### src/rtl/mips_pkg.sv
// mips_pkg: shared types and default sizes for the MEM stage.
package mips_pkg;
    typedef enum logic [1:0] {IDLE, REQ, DONE} state_t;
    localparam int SIZE_VAL    = 32;
    localparam int SIZE_AD     = 5;
    localparam int TIMEOUT_DEF = 16;
endpackage

### src/rtl/dm_access_fsm.sv
// dm_access_fsm: IDLE/REQ/DONE sequencing of data-memory accesses.
// With MEM_TIMEOUT_EN defined, REQ gives up after TIMEOUT cycles and sets a sticky error.
module dm_access_fsm
    import mips_pkg::*;
#(
    parameter int TIMEOUT = TIMEOUT_DEF
) (
    input  logic   clk,
    input  logic   rst,
    input  logic   mem_op_i,
    input  logic   ack_i,
    output state_t state_o,
    output logic   kill_o,
    output logic   err_o
);
    state_t state_q, state_d;
    logic   tmo;

`ifdef MEM_TIMEOUT_EN
    localparam int CW = $clog2(TIMEOUT + 1);
    logic [CW-1:0] cnt_q, cnt_d;
    logic          kill_q, kill_d, err_q, err_d;
    assign tmo = (state_q == REQ) && !ack_i && (cnt_q == CW'(TIMEOUT - 1));
    always_ff @(posedge clk or negedge rst) begin
        if (!rst) begin
            cnt_q  <= '0;
            kill_q <= 1'b0;
            err_q  <= 1'b0;
        end else begin
            cnt_q  <= cnt_d;
            kill_q <= kill_d;
            err_q  <= err_d;
        end
    end
    always_comb begin
        cnt_d  = (state_q == REQ) ? cnt_q + 1'b1 : '0;
        kill_d = tmo;
        err_d  = err_q | tmo;
    end
    assign kill_o = kill_q;
    assign err_o  = err_q;
`else
    assign tmo    = 1'b0;
    assign kill_o = 1'b0;
    assign err_o  = 1'b0;
`endif

    always_ff @(posedge clk or negedge rst) begin
        if (!rst) state_q <= IDLE;
        else      state_q <= state_d;
    end

    // DONE behaves like IDLE: the stage is free and captures the next instruction
    always_comb begin
        state_d = (state_q == REQ) ? ((ack_i || tmo) ? DONE : REQ)
                                   : (mem_op_i ? REQ : IDLE);
    end

    always_comb begin
        state_o = state_q;
    end
endmodule

### src/rtl/mem_access_stage.sv
// mem_access_stage: EX/MEM register and data-memory access with pipeline stall.
// Define MEM_TIMEOUT_EN to enable the ack timeout and sticky MemErr.
module mem_access_stage
    import mips_pkg::*;
#(
    parameter int sizeVal = SIZE_VAL,
    parameter int sizeAd  = SIZE_AD,
    parameter int TIMEOUT = TIMEOUT_DEF
) (
    input  logic               clk,
    input  logic               rst,
    input  logic               RFWEE,
    input  logic               MtoRFSelE,
    input  logic               DMWEE,
    input  logic [sizeVal-1:0] ALUOutE,
    input  logic [sizeVal-1:0] DMinE,
    input  logic [sizeAd-1:0]  RFAE,
    output logic               RFWEM,
    output logic               MtoRFSelM,
    output logic [sizeVal-1:0] ALUOutM,
    output logic [sizeVal-1:0] DMOutM,
    output logic [sizeAd-1:0]  RFAM,
    output logic               dm_req,
    output logic               dm_we,
    output logic [sizeVal-1:0] dm_addr,
    output logic [sizeVal-1:0] dm_wdata,
    input  logic [sizeVal-1:0] dm_rdata,
    input  logic               dm_ack,
    output logic               StallM,
    output logic               MemErr
);
    typedef struct packed {
        logic               rfwe;
        logic               mtorf;
        logic               dmwe;
        logic [sizeVal-1:0] alu;
        logic [sizeVal-1:0] din;
        logic [sizeAd-1:0]  rfa;
    } ex_t;

    ex_t                ex_q, ex_d;
    logic [sizeVal-1:0] rdata_q, rdata_d;
    state_t             state;
    logic               stall, kill, live, is_load;

    dm_access_fsm #(.TIMEOUT(TIMEOUT)) u_fsm (
        .clk     (clk),
        .rst     (rst),
        .mem_op_i(MtoRFSelE | DMWEE),
        .ack_i   (dm_ack),
        .state_o (state),
        .kill_o  (kill),
        .err_o   (MemErr)
    );

    assign stall   = (state == REQ);
    assign live    = !stall;
    assign is_load = ex_q.mtorf && !ex_q.dmwe;

    always_ff @(posedge clk or negedge rst) begin
        if (!rst) begin
            ex_q    <= '0;
            rdata_q <= '0;
        end else begin
            ex_q    <= ex_d;
            rdata_q <= rdata_d;
        end
    end

    always_comb begin
        ex_d    = stall ? ex_q : '{RFWEE, MtoRFSelE, DMWEE, ALUOutE, DMinE, RFAE};
        rdata_d = (stall && dm_ack) ? dm_rdata : rdata_q;
    end

    // REQ presents a bubble downstream while driving the memory port
    always_comb begin
        RFWEM     = live && ex_q.rfwe && !kill;
        MtoRFSelM = live && ex_q.mtorf;
        ALUOutM   = live ? ex_q.alu : '0;
        DMOutM    = (live && is_load && !kill) ? rdata_q : '0;
        RFAM      = live ? ex_q.rfa : '0;
        dm_req    = stall;
        dm_we     = stall && ex_q.dmwe;
        dm_addr   = stall ? ex_q.alu : '0;
        dm_wdata  = stall ? ex_q.din : '0;
        StallM    = stall;
    end
endmodule

### config.mk
export PLATFORM = sky130hd
export DESIGN_NAME = mem_access_stage
export DESIGN_NICKNAME = d
export VERILOG_FILES = /design/src/rtl/mips_pkg.sv /design/src/rtl/dm_access_fsm.sv /design/src/rtl/mem_access_stage.sv
export SDC_FILE = /design/constraint.sdc
export NUM_CORES = 1
export LEC_CHECK = 0
export ABC_AREA = 1
export CAP_MARGIN = 20
export CORE_AREA = 5 5 117 119
export CTS_CLUSTER_DIAMETER = 60
export DETAILED_ROUTE_END_ITERATION = 7
export DIE_AREA = 0 0 122 124
export HOLD_SLACK_MARGIN = 0.12
export PLACE_DENSITY = 0.82
export SYNTH_ARGS = -nofsm -noshare
export SYNTH_HDL_FRONTEND = slang
export SYNTH_HIERARCHICAL = 1
export SYNTH_SLANG_ARGS = --single-unit
export TNS_END_PERCENT = 5
### constraint.sdc
create_clock -name clk -period 1.9 [get_ports clk]
set_clock_uncertainty 0.1 [all_clocks]
set_input_delay 0.38 -clock clk [delete_from_list [all_inputs] [get_ports clk]]
set_output_delay 0.38 -clock clk [all_outputs]
set_load 0.01 [all_outputs]
==> results.ini, run 1 <==
[drt]
drt.antenna.violating_nets = 0
via_per_inst = 4.447
first_pass_iters = 4
totalWireLength_um = 15120
drt_iter0_drc = 314
route.detailed.drc = 0
avgRoutedWirePerCell_um = 14.09
vias = 4772

[timing]
period_share = 1.076
grt_setup_unrepaired = yes
setup_ws_ps = -144.1
fmax_ghz = 0.4892
finalSetupViolCount = 63
drv_slew = 0
period_needed_ps = 2044
fin_setup_tns_ps = -5908
hold_viol = 0

[floorplanning]
dieArea_mm2 = 0.01513
rows = 41
ios = 246
die_h_um = 124
initial_core_util = 0.3903
fp.dieW_um = 122
core_area_mm2 = 0.01247

[logic_synthesis]
synthTopCellsByCount = nand2_1, nor2_1, inv_1
yosys.area.top_type = dfrtp_1
ys_types = 14
ys.flop_type = dfrtp_1
seq_area_frac_synth = 0.5451
synth_cells = 645
syn-cell-area_mm2 = 0.004866
yosys_warnings = 6
yosysMostFrequentCell = nand2_1
synth.avg_cell_area_um2 = 7.544
netlist_top_cells_area = dfrtp_1, nand2_1, nor2_1
synth-edff-count = 0
ys_async_sr_fraction = 1.000
ys_seq_elements = 106
synth_top_area_share = 0.5451

[grt]
grt_pass1_wl_um = 23320
grt_pass1_vias = 4628
grt-ovfl-total = 0
antenna_found_initial = 0
grt_util_all_layers = 0.1951
grt_max_degree = 47

[status]
status = finished, violations left
violations = negative setup slack

[placement]
gp_congestion = 0.7683
dp_hpwl_um = 10860
post-place-cells = 1041
io_buffers = 244
place_area_mm2 = 0.007584

[clock_tree]
clk_latency_ps = 330
path_clk_slew_ps = 70
cts_made_buffers = 9
cts_root_buf = clkbuf_16
cts_tree = built
clock-sinks = 106
cts_buffer_depth = 2
h-tree-depth = 3

[cells_and_area]
layoutNonFillerInstCount = 1073
num_antenna_cells = 0
synthToLayoutAreaGrowth_pct = 55.28
drive_above_1_share = 0.2264
nets = 1003
fin_area_mm2 = 0.007556
fillerInstances = 1164

[critical_path]
crit_arrival_ps = 1560
critical_path_class = register to primary output
crit_fanout = 32
critical_path_required_ps = 1420
cp-start-kind = register
end_kind = primary output

[power]
p_per_area_mw_per_mm2 = 1641
power.leakage_nw = 4.138
vdd_drop_max_uv = 728.3

[min_path]
min_path_type = register to register

[flow_run]
cap_violations = 0

## timing repair
item,4_1_cts,5_1_grt
gates resized for setup,532,23
pin swaps,3,0
hold endpoints to repair,21,0
setup endpoints to repair,138,88
gates cloned,4,0
hold buffers,1,0
buffers inserted,11,0
## registers in the layout, summed over array words and instances, names as in the netlist
register / cells
ex_q: 72
rdata_q: 32
u_fsm/state_o: 2
## routing by layer
layer	global-route usage	routed length, um	vias up
li1	-	-	2406
met1	0.2495	6463	2174
met2	0.3318	7163	176
met3	0.04859	1264	16
met4	0.05252	223	0
met5	0	0	-
## power breakdown
part           switching [mW]  internal (mW)  total [mW]
clock                   0.792           1.26        2.05
sequential              0.391           3.36        3.75
combinational            3.84           2.76        6.60
total                    5.02           7.38        12.4
## metrics by stage
stage / utilization / total power, mW / worst slack [ps] / hold slack [ps]
CTS: 0.6064 / 12.52 / -173.0 / 384.3
detailed placement: 0.6084 / 10.75 / -117.7 / 202.5
global placement: 0.6084 / 10.61 / -47.70 / 202.6
floorplan: - / 7.167 / 269.6 / -15.59
finish: 0.6061 / 12.40 / -144.1 / 381.9
global route: 0.6061 / 13.39 / -213.6 / 410.8
## cell families after synthesis
| group | synth area share |
|---|---|
| AOI/OAI and AO/OA | 0.07406 |
| other | 0.0007707 |
| and+or+nand+nor | 0.2543 |
| buffers and inverters | 0.1257 |
| DFF | 0.5451 |
## worst max-delay path: stages (launching register included)
cell and delay (ps):
dfrtp_1 390, buf_6 140, nand2_8 90, buf_6 110, nand3_4 60, buf_12 170
nor2_1 110, buf_2 150
## path summary, 6_finish.rpt
path / start / end / slack [ps] / depth (start not counted)
max: u_fsm/state_o[0] / DMOutM[5] / -140 / 7
min: rdata_q[20] / rdata_q[20] / 380 / 2
max reg2reg: u_fsm/state_o[1] / rdata_q[24] / 340 / 8
min reg2reg: rdata_q[20] / rdata_q[20] / 380 / 2
max in group asynchronous: rst / ex_q[9] / 730 / 3
min in group asynchronous: rst / ex_q[57] / 420 / 2
## layout make-up
cell class / count / area, um^2 / area share
repair buffers: 282 / 2275 / 0.3010
clock buffers: 12 / 266.5 / 0.03527
flip-flops and latches: 106 / 2653 / 0.3511
inverters: 108 / 405.4 / 0.05365
multi-input cells: 389 / 1669 / 0.2209
well taps: 172 / 215.2 / 0.02848
clock inverters: 4 / 72.57 / 0.009604
## placed cells by master (no fill, tap or decap), types with 2 or more instances in the layout
master / n
bufinv_16: 2
inv_1: 107
clkbuf_2: 2
nand3_1: 34
clkdlybuf4s50_1: 105
clkbuf_16: 9
nor2_1: 125
conb_1: 2
buf_16: 3
buf_6: 2
buf_12: 8
o21ai_0: 72
dlygate4sd2_1: 6
nand2_1: 139
buf_2: 127
clkbuf_8: 3
buf_4: 24
dfrtp_1: 106
nor2_2: 12
clkdlybuf4s15_2: 2
(Power assumes the default switching activity.)
==> run 2, diff against run 1 <==
--- a/config.mk
+++ b/config.mk
@@ -11,7 +11,6 @@
 export CTS_CLUSTER_DIAMETER = 60
 export DETAILED_ROUTE_END_ITERATION = 7
 export DIE_AREA = 0 0 122 124
-export HOLD_SLACK_MARGIN = 0.12
 export PLACE_DENSITY = 0.82
 export SYNTH_ARGS = -nofsm -noshare
 export SYNTH_HDL_FRONTEND = slang
==> results of run 2 <==
The final DEF is identical to that of run 1; final timing and power are the same.
==> run 3, diff against run 2 <==
--- a/config.mk
+++ b/config.mk
@@ -6,9 +6,10 @@
 export NUM_CORES = 1
 export LEC_CHECK = 0
 export ABC_AREA = 1
+export ABC_CLOCK_PERIOD_IN_PS = 1900
 export CAP_MARGIN = 20
 export CORE_AREA = 5 5 117 119
-export CTS_CLUSTER_DIAMETER = 60
+export CTS_CLUSTER_DIAMETER = 30
 export DETAILED_ROUTE_END_ITERATION = 7
 export DIE_AREA = 0 0 122 124
 export PLACE_DENSITY = 0.82
==> results of run 3 <==
The final DEF is identical to that of run 1; final timing and power are the same.
